File: src/rtl/dual_pipe_merger.sv
// Buffers two pipeline result streams in per-stream FIFOs and merges them round-robin onto
// one valid/ready output, with a registered stall back to both pipelines. PERF_CNT_EN adds counters.
module dual_pipe_merger #(
  parameter int unsigned DATA_W       = 32,
  parameter int unsigned FIFO_DEPTH   = 4,
  parameter int unsigned STALL_MARGIN = 2
) (
  input  logic              clk,
  input  logic              reset,
  input  logic [DATA_W-1:0] in_data_1,
  input  logic              in_valid_1,
  input  logic [DATA_W-1:0] in_data_2,
  input  logic              in_valid_2,
  output logic              stall,
  output logic [DATA_W-1:0] out_data,
  output logic              out_src,
  output logic              out_valid,
  input  logic              out_ready,
  output logic              overflow
`ifdef PERF_CNT_EN
  ,
  output logic [31:0]       acc_cnt_1,
  output logic [31:0]       acc_cnt_2,
  output logic [31:0]       stall_cnt
`endif
);

  localparam int unsigned AW = $clog2(FIFO_DEPTH);
  localparam logic [AW:0] FULL_CNT = (AW+1)'(FIFO_DEPTH);
  localparam logic [AW:0] STALL_TH = (AW+1)'(FIFO_DEPTH - STALL_MARGIN);

  logic [DATA_W-1:0] r_mem [2][FIFO_DEPTH];
  logic [AW-1:0]     r_wptr [2];
  logic [AW-1:0]     r_rptr [2];
  logic [AW:0]       r_cnt [2];
  logic              r_rr_last;  // 0 = pipe 1 popped last, 1 = pipe 2
  logic              r_stall;
  logic              r_overflow;
  logic              r_out_valid;
  logic              r_out_src;
  logic [DATA_W-1:0] r_out_data;

  logic [DATA_W-1:0] w_in_data [2];
  logic              w_in_valid [2];
  logic              w_ne [2];
  logic              w_full [2];
  logic              w_pop [2];
  logic              w_wr [2];
  logic              w_drop [2];
  logic [AW:0]       w_cnt_nxt [2];
  logic              w_load;

  always_comb begin
    w_in_data[0]  = in_data_1;
    w_in_data[1]  = in_data_2;
    w_in_valid[0] = in_valid_1;
    w_in_valid[1] = in_valid_2;
    w_load        = !r_out_valid || out_ready;
    for (int k = 0; k < 2; k++) begin
      w_ne[k]   = (r_cnt[k] != '0);
      w_full[k] = (r_cnt[k] == FULL_CNT);
    end
    // Contention goes to the stream that did not win last time.
    w_pop[0] = w_load && w_ne[0] && (!w_ne[1] || r_rr_last);
    w_pop[1] = w_load && w_ne[1] && (!w_ne[0] || !r_rr_last);
    for (int k = 0; k < 2; k++) begin
      w_wr[k]      = w_in_valid[k] && (!w_full[k] || w_pop[k]);
      w_drop[k]    = w_in_valid[k] && w_full[k] && !w_pop[k];
      w_cnt_nxt[k] = r_cnt[k] + {{AW{1'b0}}, w_wr[k]} - {{AW{1'b0}}, w_pop[k]};
    end
  end

  // Storage carries no reset; emptiness is tracked by the counts alone.
  always_ff @(posedge clk) begin
    for (int k = 0; k < 2; k++) begin
      if (w_wr[k]) r_mem[k][r_wptr[k]] <= w_in_data[k];
    end
  end

  always_ff @(posedge clk or posedge reset) begin
    if (reset) begin
      for (int k = 0; k < 2; k++) begin
        r_wptr[k] <= '0;
        r_rptr[k] <= '0;
        r_cnt[k]  <= '0;
      end
      r_rr_last   <= 1'b1;
      r_stall     <= 1'b0;
      r_overflow  <= 1'b0;
      r_out_valid <= 1'b0;
      r_out_src   <= 1'b0;
      r_out_data  <= '0;
    end else begin
      for (int k = 0; k < 2; k++) begin
        if (w_wr[k])  r_wptr[k] <= r_wptr[k] + 1'b1;
        if (w_pop[k]) r_rptr[k] <= r_rptr[k] + 1'b1;
        r_cnt[k] <= w_cnt_nxt[k];
      end
      if (w_drop[0] || w_drop[1]) r_overflow <= 1'b1;
      r_stall <= (w_cnt_nxt[0] >= STALL_TH) || (w_cnt_nxt[1] >= STALL_TH);
      if (w_load) begin
        if (w_pop[0]) begin
          r_out_data  <= r_mem[0][r_rptr[0]];
          r_out_src   <= 1'b0;
          r_out_valid <= 1'b1;
          r_rr_last   <= 1'b0;
        end else if (w_pop[1]) begin
          r_out_data  <= r_mem[1][r_rptr[1]];
          r_out_src   <= 1'b1;
          r_out_valid <= 1'b1;
          r_rr_last   <= 1'b1;
        end else begin
          r_out_valid <= 1'b0;
        end
      end
    end
  end

  assign stall     = r_stall;
  assign overflow  = r_overflow;
  assign out_valid = r_out_valid;
  assign out_src   = r_out_src;
  assign out_data  = r_out_data;

`ifdef PERF_CNT_EN
  logic [31:0] r_acc_cnt_1;
  logic [31:0] r_acc_cnt_2;
  logic [31:0] r_stall_cnt;

  always_ff @(posedge clk or posedge reset) begin
    if (reset) begin
      r_acc_cnt_1 <= '0;
      r_acc_cnt_2 <= '0;
      r_stall_cnt <= '0;
    end else begin
      if (r_out_valid && out_ready && !r_out_src) r_acc_cnt_1 <= r_acc_cnt_1 + 32'd1;
      if (r_out_valid && out_ready && r_out_src)  r_acc_cnt_2 <= r_acc_cnt_2 + 32'd1;
      if (r_stall) r_stall_cnt <= r_stall_cnt + 32'd1;
    end
  end

  assign acc_cnt_1 = r_acc_cnt_1;
  assign acc_cnt_2 = r_acc_cnt_2;
  assign stall_cnt = r_stall_cnt;
`endif

endmodule

File: config.mk
export PLATFORM = sky130hd
export DESIGN_NAME = dual_pipe_merger
export DESIGN_NICKNAME = d
export VERILOG_FILES = /design/src/rtl/dual_pipe_merger.sv
export SDC_FILE = /design/constraint.sdc
export NUM_CORES = 1
export LEC_CHECK = 0
export ABC_AREA = 1
export CAP_MARGIN = 20
export CORE_MARGIN = 8
export CORE_UTILIZATION = 40
export CTS_BUF_LIST = sky130_fd_sc_hd__clkbuf_8
export CTS_CLUSTER_SIZE = 14
export DETAILED_ROUTE_END_ITERATION = 12
export GPL_TIMING_DRIVEN = 0
export MAX_ROUTING_LAYER = met4
export PLACE_DENSITY_LB_ADDON = 0.3
export SKIP_LAST_GASP = 1
export SLEW_MARGIN = 0
export SYNTH_ARGS = -nofsm -noshare
export SYNTH_HDL_FRONTEND = slang
export SYNTH_SLANG_ARGS = --single-unit
File: constraint.sdc
create_clock -name clk -period 4.62 [get_ports clk]
set_clock_uncertainty 0.1 [all_clocks]
set_input_delay 0.462 -clock clk [delete_from_list [all_inputs] [get_ports clk]]
set_output_delay 0.462 -clock clk [all_outputs]
set_load 0.005 [all_outputs]
==> parameters.txt, run 1 <==
Parameter                              Value

Finish
  Share of final-layout standard cells stronger than drive strength 1    0.126
  Fill count    2682
  Area taken by flip-flops and latches    8960 µm²
  Area added between synthesis and finish    22.6%
  Total area of multi-input combinational cells    3100 µm²
  Final non-filler cell total    1689
  Number of nets in the layout    1333

Detailed routing
  Residual DRC count    0
  DR pass1 iterations    5
  Average vias per placed instance    4.82
  Post-DRT Antenna Nets    0
  Routed wire length    29600 µm
  Number of DRC markers after the initial detailed-route iteration    627
  Total vias in the final route    8138
  Average wire length per cell after detail routing    17.5 µm

Synthesis
  Dominant register cell in the synthesized netlist    sky130_fd_sc_hd__edfxtp_1
  Sequential fraction of the synthesis area    0.719
  Number of warnings printed during yosys synthesis    0
  Post-synthesis cell count    1087
  Cell type with the highest aggregate area in the netlist    sky130_fd_sc_hd__edfxtp_1
  Most frequent cells after synthesis    441 x sky130_fd_sc_hd__nand2_1, 256 x sky130_fd_sc_hd__edfxtp_1, 199 x sky130_fd_sc_hd__nand3_1, 50 x sky130_fd_sc_hd__dfrtp_1, 35 x sky130_fd_sc_hd__buf_2
  Async set-reset flop share out of synthesis    0.166
  Cell variety after synth    28
  Most frequent cell after synthesis    sky130_fd_sc_hd__nand2_1
  Number of flops mapped to enable cells by yosys    256
  Avg Inst Size Synth    11.5 µm²
  Leading post-synthesis cells by cell area    sky130_fd_sc_hd__edfxtp_1 62%, sky130_fd_sc_hd__nand2_1 13%, sky130_fd_sc_hd__dfrtp_1 10%
  Top-area cell type share of the netlist area    0.616
  Cell area after synthesis    12500 µm²
  Net count of the mapped netlist    1170
  Synthesized flop and latch total    307

CTS
  Number of buffers inserted during clock tree synthesis    48
  Post-cts gate resize count    0
  Clk Latency, worst-skew pair    0.56 ns
  Number of clock sinks    307
  Max clock buf depth    3
  Hold Buf Count CTS    0
  Cell chosen for the clock root    sky130_fd_sc_hd__clkbuf_8
  TritonCTS clock tree    yes
  H-tree depth    2
  Clock slew at reported path FFs    0.07 ns
  Post-CTS repair timing setup buffer count    0

Power and ir drop
  Leak pwr    6.11 nW
  Cell Pwr Density    662 nW/µm²
  Worst vdd ir    346 µV

STA
  Final Hold Violating Endpoints    0
  Slew at the pin with the worst max-slew slack    0.671 ns
  Final cycle utilization of the critical path    0.615
  Slew Limit Fails    0
  Tmin final    2.84 ns
  Relative slew slack    0.552
  Maximum frequency from static timing analysis    0.352 GHz
  Total negative setup slack    0 ns
  Worst hold margin    0.0786 ns
  RSZ-0062 raised after global routing    no
  Final count of negative-setup-slack endpoints    0

Worst setup path
  CP peak stage delay    0.43 ns
  Critical path start-end classification    reg2reg
  Library cell appearing most often on the critical path    sky130_fd_sc_hd__nand2_2
  Nature of the critical path startpoint    flop
  Biggest fanout along the worst timing path    7
  Crit path arrival time    3.15 ns
  Cells along the critical path    nor2_2 -> nand2_1 -> nand2_1 -> nand2_2 -> nand2_2 -> nand2_2 -> ha_1 -> inv_1 -> ha_1 -> inv_1 -> fa_1 -> xnor2_1 -> nand4_1
  Endpoint type of the worst setup path    flop
  Required time at the worst-slack endpoint    4.93 ns
  Library cell contributing the largest single delay on the critical path    sky130_fd_sc_hd__dfrtp_1

Floorplan
  Area of the die    37100 µm²
  I/O pin count    105
  Core box area    30700 µm²
  Die X    193 µm
  Chip Height    193 µm
  Effective utilization at floorplan    0.407
  Site row count    64

Min path
  Class of the tightest hold or removal check    in2async

Placed design
  Routability cong.    0.796
  Number of port buffers    104
  Number of instances in the placed design    1596
  Post-detail-place hpwl    20800 µm

Run status
  Status    finished clean

Global route
  Initial antenna violation count    1
  First-pass GRT wire length    45400 µm
  Maximum number of pins on one net before global-route repair    40
  Overflow after GRT    0
  Vias in the first global route    8154
  Total Routing Usage GR    0.164

Job
  Max-capacitance violation count    0
## cell families after synthesis
logic type | Yosys count | share of synthesized area
simple gates | 666 | 0.224
flops | 307 | 0.719
buf+inv | 92 | 0.0374
fa+ha+maj | 14 | 0.0152
compound gates | 5 | 0.00291
xor+xnor | 3 | 0.00211
## routing by layer
metal | track usage | up-vias | share of wire
li1 | - | 4023 | -
met1 | 0.203 | 3877 | 0.42
met2 | 0.271 | 190 | 0.50
met3 | 0.0287 | 48 | 0.055
met4 | 0.0543 | 0 | 0.022
met5 | - | - | 0
## cell usage in the layout, fill, tap and decap left out, types with 9 or more instances in the layout
cell	Yosys	final
sky130_fd_sc_hd__buf_2	35	35
sky130_fd_sc_hd__clkbuf_8	0	56
sky130_fd_sc_hd__clkdlybuf4s50_1	0	104
sky130_fd_sc_hd__clkinv_2	0	12
sky130_fd_sc_hd__dfrtp_1	50	50
sky130_fd_sc_hd__edfxtp_1	256	256
sky130_fd_sc_hd__ha_1	12	12
sky130_fd_sc_hd__inv_1	25	34
sky130_fd_sc_hd__inv_2	8	9
sky130_fd_sc_hd__nand2_1	441	441
sky130_fd_sc_hd__nand3_1	199	199
## where the power goes
part | leakage [nW] | switching [mW] | internal (mW) | total, mW
logic | 2.63 | 2.44 | 1.40 | 3.84
clock network | 0.545 | 1.04 | 1.23 | 2.26
registers | 2.94 | 0.279 | 3.74 | 4.02
total | 6.11 | 3.75 | 6.37 | 10.1
## critical path, delay by kind of cell, from the launching register on
kind | cells | cell delay (ns)
fa+ha+maj | 3 | 0.85
flops | 1 | 0.43
simple gates | 7 | 0.98
xor+xnor | 1 | 0.23
buf+inv | 2 | 0.11
## area by class of cell
type,instances,share of cell area
well taps,396,0.0324
multi-input cells,688,0.203
clock inverters,34,0.0138
repair buffers,113,0.0833
diodes,3,0.000491
plain buffers,57,0.0218
inverters,35,0.00876
clock buffers,56,0.0504
flip-flops and latches,307,0.586
## stage by stage
stage,total power [mW],setup WS [ns],util,area [µm²]
floorplan,6.33,1.72,-,12500
global placement,7.74,0.0118,0.457,14000
detailed placement,7.96,1.30,0.466,14300
CTS,10.2,1.77,0.498,15300
global route,10.8,1.59,0.498,15300
finish,10.1,1.78,0.499,15300
## final timing paths
check / startpoint / end / slack [ns] / depth (start not counted)
max in group asynchronous: reset / r_rr_last / 3.75 / 3
worst max-delay path: r_cnt[4] / stall / 1.78 / 13
min in group clk: out_src / out_src / 0.38 / 2
worst min register to register: out_src / out_src / 0.38 / 2
worst max register to register: r_cnt[4] / stall / 1.78 / 13
worst min-delay path: reset / r_wptr[0] / 0.08 / 2
## state kept, by name, summed over array words and instances, names as in the netlist
register and flops:
overflow 1, r_wptr 4, out_data 32, r_rptr 4
r_mem 256, out_valid 1, r_rr_last 1, r_cnt 6
out_src 1, stall 1
Note: power is estimated with default switching activity, not from simulation.
==> run 2: changes to the inputs <==
clock period = 2.7 ns   (was 4.62 ns; I/O delays follow)
==> run 2 against run 1 <==
Net effect:
- sequential share of layout area is 0.47 points lower
- non-clock buffer count is 6 higher
- maximum frequency is 10% higher
- combinational power is 76% higher
- sequential power is 72% higher
- core utilization is 0.42 points higher
- critical path depth stayed put
- hold slack better by 0.17 ns
- via count is 0.93% higher
- count of clock-buffer cells in the layout stayed put
- register-to-register slack worse by 1.7 ns
- critical path type unchanged
- design area is 0.83% higher
==> parameters.txt, run 2 (same netlist as run 1, synthesis figures left out) <==
Parameter                              Value

Detailed routing
  DR pass1 iterations    5
  Average wire length per cell after detail routing    17.6 µm
  Post-DRT Antenna Nets    0
  Number of DRC markers after the initial detailed-route iteration    650
  Total vias in the final route    8214
  Average vias per placed instance    4.85
  Residual DRC count    0
  Routed wire length    29800 µm

Global route
  Initial antenna violation count    1
  First-pass GRT wire length    45400 µm
  Overflow after GRT    0
  Maximum number of pins on one net before global-route repair    40
  Total Routing Usage GR    0.165
  Vias in the first global route    8173

CTS
  Clk Latency, worst-skew pair    0.56 ns
  Number of buffers inserted during clock tree synthesis    48
  Cell chosen for the clock root    sky130_fd_sc_hd__clkbuf_8
  Max clock buf depth    3
  H-tree depth    2
  TritonCTS clock tree    yes
  Clock slew at reported path FFs    0.06 ns
  Number of clock sinks    307

Worst setup path
  Required time at the worst-slack endpoint    3.01 ns
  Biggest fanout along the worst timing path    7
  Worst reg2reg path startpoint    r_cnt[4]
  Crit path arrival time    2.89 ns
  Endpoint type of the worst setup path    flop
  CP startpoint    r_cnt[4]
  Critical path start-end classification    reg2reg
  Nature of the critical path startpoint    flop

Power and ir drop
  Leak pwr    6.17 nW
  Cell Pwr Density    1140 nW/µm²
  Worst vdd ir    594 µV

Placed design
  Post-detail-place hpwl    20800 µm
  Number of port buffers    104
  Number of instances in the placed design    1596
  Routability cong.    0.796
  Cell area after placement    14300 µm²

Floorplan
  Effective utilization at floorplan    0.407
  Site row count    64
  Area of the die    37100 µm²
  Chip Height    193 µm
  I/O pin count    105
  Core box area    30700 µm²
  Die X    193 µm

STA
  Final cycle utilization of the critical path    0.955
  Final count of negative-setup-slack endpoints    0
  Tmin final    2.58 ns
  Maximum frequency from static timing analysis    0.388 GHz
  Slew Limit Fails    0
  Relative slew slack    0.556
  Slew at the pin with the worst max-slew slack    0.665 ns
  Final Hold Violating Endpoints    0

Finish
  Most used cells in the layout excluding fill and tap cells    439 x sky130_fd_sc_hd__nand2_1, 256 x sky130_fd_sc_hd__edfxtp_1, 199 x sky130_fd_sc_hd__nand3_1
  Final non-filler cell total    1695
  Largest register FFs    256
  Share of final-layout standard cells stronger than drive strength 1    0.137
  Most frequent standard cell in the layout excluding fill and tap cells    sky130_fd_sc_hd__nand2_1
  Post-route cell area    15400 µm²
  Number of nets in the layout    1339
  Area added between synthesis and finish    23.6%

Min path
  Class of the tightest hold or removal check    in2reg
  Hold path startpoint    in_data_2[8]

Job
  Max-capacitance violation count    0

Run status
  Status    finished clean
run 2: path summary, 6_finish.rpt:
kind                            endpoint  slack [ns]  cells after the start
setup / recovery                   stall        0.12                     13
hold / removal             r_mem[0][232]        0.24                      1
setup reg to reg                   stall        0.12                     13
hold reg to reg                  out_src        0.38                      2
max in group asynchronous      r_rr_last        1.46                      4
min in group asynchronous   out_data[13]        0.45                      3
run 2: per-stage QoR:
stage / utilization / hold slack [ns] / power [mW] / setup TNS (ns) / worst slack (ns)
3_5_place_dp: 0.466 / 0.366 / 13.6 / -3.41 / -0.427
2_1_floorplan: - / 0.269 / 10.8 / -50.23 / -0.197
3_3_place_gp: 0.457 / 0.367 / 13.2 / -423.26 / -1.72
5_1_grt: 0.503 / 0.227 / 18.7 / -0.00208 / -0.00208
6_report: 0.503 / 0.244 / 17.5 / 0 / 0.121
4_1_cts: 0.500 / 0.213 / 17.6 / 0 / 0.00743
run 2: critical path: stages (launching register included):
cell and delay (ns):
sky130_fd_sc_hd__dfrtp_2 0.45, sky130_fd_sc_hd__nor2_4 0.15, sky130_fd_sc_hd__nand2_1 0.10, sky130_fd_sc_hd__nand2_2 0.09, sky130_fd_sc_hd__nand2_4 0.10, sky130_fd_sc_hd__nand2_4 0.10, sky130_fd_sc_hd__nand2_4 0.11, sky130_fd_sc_hd__ha_1 0.31
sky130_fd_sc_hd__inv_1 0.06, sky130_fd_sc_hd__ha_1 0.13, sky130_fd_sc_hd__inv_1 0.05, sky130_fd_sc_hd__fa_2 0.36, sky130_fd_sc_hd__xnor2_2 0.18, sky130_fd_sc_hd__nand4_1 0.14
run 2: area by class of cell:
type	instances	area, µm²
multi-input combinational	688	3180
fill	2668	15300
antenna	3	7.51
buffer	57	333
timing repair buffer	119	1320
clock inverter	34	211
tap	396	495
clock buffer	56	771
sequential	307	8970
inverter	35	134
run 2: layer usage:
metal  GRT usage  up-vias  wire length, µm
li1            -     4039                -
met1       0.203     3944            12700
met2       0.272      174            15000
met3      0.0287       57             1390
met4      0.0543        0              708
met5           -        -                0
run 2: report_power, final:
| group | switching (mW) | internal (mW) |
|---|---|---|
| Clock | 1.78 | 2.10 |
| Combinational | 4.26 | 2.51 |
| Sequential | 0.489 | 6.41 |
| Total | 6.53 | 11.0 |
run 2: what timing repair did:
action / CTS / global route
setup endpoints to repair: 2 / 3
cloned: 0 / 0
setup buffers: 0 / 5
hold buffers: 1 / 0
resized for setup: 6 / 12
endpoints found under the hold margin: 12 / 0
pin swaps: 3 / 6
==> run 3: changes to the inputs <==
--- a/config.mk
+++ b/config.mk
@@ -16,4 +16,5 @@
 export MAX_ROUTING_LAYER = met4
 export PLACE_DENSITY_LB_ADDON = 0.3
+export SETUP_SLACK_MARGIN = 0.05
 export SKIP_LAST_GASP = 1
 export SLEW_MARGIN = 0
==> constraint.sdc (replaced) <==
create_clock -name clk -period 2.7 [get_ports clk]
set_clock_uncertainty 0.1 [all_clocks]
set_input_delay 0.54 -clock clk [delete_from_list [all_inputs] [get_ports clk]]
set_output_delay 0.54 -clock clk [all_outputs]
set_load 0.005 [all_outputs]
==> run 3 against run 2 <==
Net effect:
- final cell count unchanged
- register-to-register slack improved by 0.03 ns
- core utilization decreased by 0.35 points
- routed wire length decreased by 1.2%
- via count about the same
- total power decreased by 1.6%
- flip-flop and latch count unchanged
- critical path depth unchanged
- combinational power decreased by 0.7%
- first-iteration DRC count decreased by 16%
- maximum frequency increased by 0.99%
- critical path type unchanged
- critical endpoint unchanged
- largest cell class unchanged
==> parameters.txt, run 3 (same netlist as run 1, synthesis figures left out) <==
Parameter                              Value

STA
  Relative slew slack    0.592
  Maximum frequency from static timing analysis    0.392 GHz
  Slew Limit Fails    0
  Final count of negative-setup-slack endpoints    0
  Worst hold margin    0.206 ns
  Crit path setup slack, layout    0.146 ns
  Final cycle utilization of the critical path    0.946
  RSZ-0062 raised after global routing    no
  Final Hold Violating Endpoints    0
  Total negative setup slack    0 ns
  Tmin final    2.55 ns
  Slew at the pin with the worst max-slew slack    0.611 ns

Worst setup path
  Biggest fanout along the worst timing path    7
  Required time at the worst-slack endpoint    3.01 ns
  Crit path arrival time    2.86 ns
  Nature of the critical path startpoint    flop
  Endpoint type of the worst setup path    flop
  Critical path start-end classification    reg2reg

Global route
  Maximum number of pins on one net before global-route repair    36
  Initial antenna violation count    1
  Total Routing Usage GR    0.165
  Vias in the first global route    8208
  Overflow after GRT    0
  First-pass GRT wire length    45500 µm

Job
  Max-capacitance violation count    0

Power and ir drop
  Sequential power share    0.399
  Internal portion of total power    10.8 mW
  Switch Pwr    6.43 mW
  Worst vdd ir    454 µV
  Switching share of power    0.372
  Clock network power share    0.212
  Power Total    17.3 mW
  Cell Pwr Density    1130 nW/µm²
  Combinational cell fraction of total power    0.389
  Leak pwr    6.14 nW

Finish
  Area added between synthesis and finish    22.8%
  Number of nets in the layout    1341
  Largest register FFs    256
  Most frequent standard cell in the layout excluding fill and tap cells    sky130_fd_sc_hd__nand2_1
  Most used cells in the layout excluding fill and tap cells    440 x sky130_fd_sc_hd__nand2_1, 256 x sky130_fd_sc_hd__edfxtp_1, 199 x sky130_fd_sc_hd__nand3_1
  Post-route cell area    15300 µm²
  Share of final-layout standard cells stronger than drive strength 1    0.129

Placed design
  Worst slack at placement    -0.694 ns
  Routability cong.    0.801
  Post-detail-place hpwl    20700 µm
  Number of port buffers    104
  Cell area after placement    14300 µm²

Detailed routing
  Routed wire length    29500 µm
  Average vias per placed instance    4.84
  Average wire length per cell after detail routing    17.4 µm
  Number of DRC markers after the initial detailed-route iteration    547
  Total vias in the final route    8209
  Residual DRC count    0
  DR pass1 iterations    5
  Post-DRT Antenna Nets    0

CTS
  Number of buffers inserted during clock tree synthesis    48
  Clock slew at reported path FFs    0.06 ns
  Clk Latency, worst-skew pair    0.56 ns
  H-tree depth    2
  Hold Buf Count CTS    0
  TritonCTS clock tree    yes
  Max clock buf depth    3
  Cell chosen for the clock root    sky130_fd_sc_hd__clkbuf_8
  Number of clock sinks    307

Floorplan
  Chip Height    193 µm
  Site row count    64
  Effective utilization at floorplan    0.407
  Core box area    30700 µm²
  I/O pin count    105
  Die X    193 µm
  Area of the die    37100 µm²

Min path
  Class of the tightest hold or removal check    in2async

Run status
  Status    finished clean
-- run 3: layout make-up --
type | instances | area [µm²]
Inverter | 35 | 134
Buffer | 57 | 333
Antenna cell | 3 | 7.51
Timing Repair Buffer | 121 | 1290
Multi-Input combinational cell | 688 | 3170
Sequential cell | 307 | 8970
Fill cell | 2701 | 15400
Tap cell | 396 | 495
Clock buffer | 51 | 702
Clock inverter | 37 | 210
-- run 3: worst max-delay path, stage by stage (launching register included) --
cell and delay [ns]:
sky130_fd_sc_hd__dfrtp_2 0.43, sky130_fd_sc_hd__nor2_4 0.14, sky130_fd_sc_hd__nand2_1 0.09, sky130_fd_sc_hd__nand2_1 0.11, sky130_fd_sc_hd__nand2_4 0.10, sky130_fd_sc_hd__nand2_4 0.12, sky130_fd_sc_hd__nand2_8 0.09, sky130_fd_sc_hd__ha_1 0.28
sky130_fd_sc_hd__inv_1 0.05, sky130_fd_sc_hd__ha_1 0.13, sky130_fd_sc_hd__inv_1 0.05, sky130_fd_sc_hd__fa_1 0.40, sky130_fd_sc_hd__xnor2_2 0.18, sky130_fd_sc_hd__nand4_1 0.13
-- run 3: final timing paths --
kind                            cells past startpoint     start  slack (ns)         to
worst max-delay path                               13  r_cnt[4]        0.15      stall
worst min-delay path                                2     reset        0.21  r_wptr[0]
worst max register to register                     13  r_cnt[4]        0.15      stall
worst min register to register                      2   out_src        0.38    out_src
max in group asynchronous                           3     reset        1.68  r_rr_last
min in group clk                                    2   out_src        0.38    out_src
-- run 3: metrics by stage --
step,cells,utilization
finish,1695,0.499
global route,1693,0.499
CTS,1687,0.497
detailed placement,1596,0.465
global placement,1587,0.457
floorplan,1087,-
-- run 3: metal layers --
metal,vias up,part of all wire,track usage
li1,4036,-,-
met1,3924,0.43,0.202
met2,188,0.49,0.270
met3,61,0.046,0.0296
met4,0,0.031,0.0643
met5,-,0,-
-- run 3: power groups by stage --
stage,Clock (mW),Combinational [mW],Sequential [mW]
after floorplan,0,3.97,6.87
after global placement,0,6.22,7.02
after detailed placement,0,6.58,6.98
after CTS,3.75,6.73,6.89
after global routing,3.97,7.52,6.97
final,3.66,6.71,6.89
-- run 3: timing repair --
action	in CTS	in global routing
setup buffers	3	5
gates resized for setup	10	5
cloned	0	0
pin swaps	1	3
endpoints found under the setup margin	3	1
==> RTL edit, RTL diff (config.mk and constraints of run 2) <==
Add a define of `PERF_CNT_EN`.
--- a/src/rtl/dual_pipe_merger.sv
+++ b/src/rtl/dual_pipe_merger.sv
@@ -2,2 +2,4 @@
 // one valid/ready output, with a registered stall back to both pipelines. PERF_CNT_EN adds counters.
+`define PERF_CNT_EN
+
 module dual_pipe_merger #(
Behaviour (old outputs only; new: acc_cnt_1, acc_cnt_2 and stall_cnt): same outputs for any inputs over 4 cycles, from zero or initial values and one cycle with reset high; that may be too few to reach the edited logic, so the function may still have changed.
==> RTL edit against run 2 <==
- maximum frequency decreased by 0.94%
- total power increased by 26%
- synthesized area increased by 41%
- count of clock-buffer cells in the layout increased by 28
- sequential cell count increased by 96
- wire length increased by 56%
- sequential power increased by 26%
- synthesized cell count increased by 63%
- clock power increased by 40%
- via count increased by 63%
- hold slack got worse by 200 ps
- design area increased by 44%
- largest power group unchanged
- worst setup slack got worse by 24 ps
- cell count increased by 60%
==> RTL edit: results (changes against run 2) <==
metric,value,unit,change
count_of_unique_library_cells_instantiated_by_yosys,32,,was 28
power_switching_share,37.2,%,about the same
path_max_fanout,4,,was 7
crit_path_dat,2960,ps,was 2890 ps
use_met1,23.6,%,was 20.3%
outcome,finished clean,,unchanged
total_cts_buffers,71,,was 48
filler_cell_count,3949,,"was 2,668"
largest_net_degree_at_the_start_of_global_routing,42,,was 40
ir_drop,0.667,mV,was 0.594 mV
grt_antenna_before_repair,2,,was 1
synth.top_cells.by_count,"709 x nand2_1, 256 x edfxtp_1, 182 x nand3_1, 146 x dfrtp_1, 116 x nor2_1",,"was 441 x nand2_1, 256 x edfxtp_1, 199 x nand3_1, 50 x dfrtp_1, 35 x buf_2"
cell_total_after_placement,2573,,"was 1,596"
clkLatencyLatePin,640,ps,was 560 ps
mappedNetlistNets,1856,,"was 1,170"
worstHoldPathType,in -> async,,was in -> reg
drive_above_1_share,9.99,%,was 13.7%
cts_max_level,3,,was 2
wire_length_of_the_first_global_routing_pass,72300,um,"was 45,400 um"
dpl.hpwl,32400,um,"was 20,800 um"
nNetsFinal,2152,,"was 1,339"
route.detailed.wl_per_inst,17.1,um,was 17.6 um
post_cts.resized_instances,15,,was 6
grt_util_met2,29.6,%,was 27.2%
slew-limit-headroom,49.1,%,was 55.6%
post_cts.repair.setup_buffers,6,,was 0
vias_per_cell,4.93,,was 4.85
synth-xor-area-share,2.64,%,was 0.211%
critical-path-max-stage-delay,410,ps,was 450 ps
part_of_the_yosys_area_used_for_sequential_elements,64.6,%,was 71.9%
crit_slowest_cell,dfrtp_1,,was dfrtp_2
grt_pass1_vias,13300,,"was 8,173"
clock_network_power_share,24.7,%,was 22.1%
-- RTL edit: changes by cell type after synthesis, moves of 9 or more --
| cell | change |
|---|---|
| nand3b_1 | +22 |
| xnor2_1 | +21 |
| nor3_1 | +13 |
| clkbuf_1 | +9 |
| dfrtp_1 | +96 |
| xor2_1 | +29 |
| nand3_1 | -17 |
| nand2_1 | +268 |
| nor2_1 | +103 |
| nand4_1 | +27 |
| o21ai_0 | +27 |
| inv_1 | +79 |
-- RTL edit: cell type report --
class	instances	area (um^2)	area share (%)
antenna	2	5.00	0.0225
buffer	56	310	1.40
clock buffer	84	1160	5.20
clock inverter	46	239	1.08
inverter	108	414	1.86
multi-input combinational	1203	5650	25.4
sequential	403	11400	51.2
tap	592	741	3.33
timing repair buffer	223	2330	10.5
-- RTL edit: per-stage QoR --
stage | worst slack [ps] | hold slack, ps | setup TNS, ps | cell area [um^2]
after floorplan | -261 | 269 | -49430 | 17600
after global placement | -1970 | 365 | -560490 | 20300
after detailed placement | -838 | 367 | -36080 | 20600
after CTS | 7.97 | 24.9 | 0 | 22100
after global routing | -8.83 | 79.8 | -8.83 | 22200
final | 96.3 | 47.1 | 0 | 22200
-- RTL edit: worst paths after layout --
path / start / to / slack, ps / depth (start not counted)
setup / recovery: r_cnt[0] / stall / 100 / 13
hold / removal: reset / acc_cnt_2[17] / 50 / 2
setup reg to reg: r_cnt[0] / stall / 100 / 13
hold reg to reg: out_data[3] / out_data[3] / 370 / 2
max in group asynchronous: reset / r_rr_last / 1740 / 3
min in group clk: in_data_1[9] / r_mem[0][105] / 170 / 1
-- RTL edit: layer usage --
metal | routed length (um) | up-vias
li1 | - | 6431
met4 | 1280 | 0
met5 | 0 | -
met3 | 2930 | 85
met2 | 22000 | 440
met1 | 20400 | 6441
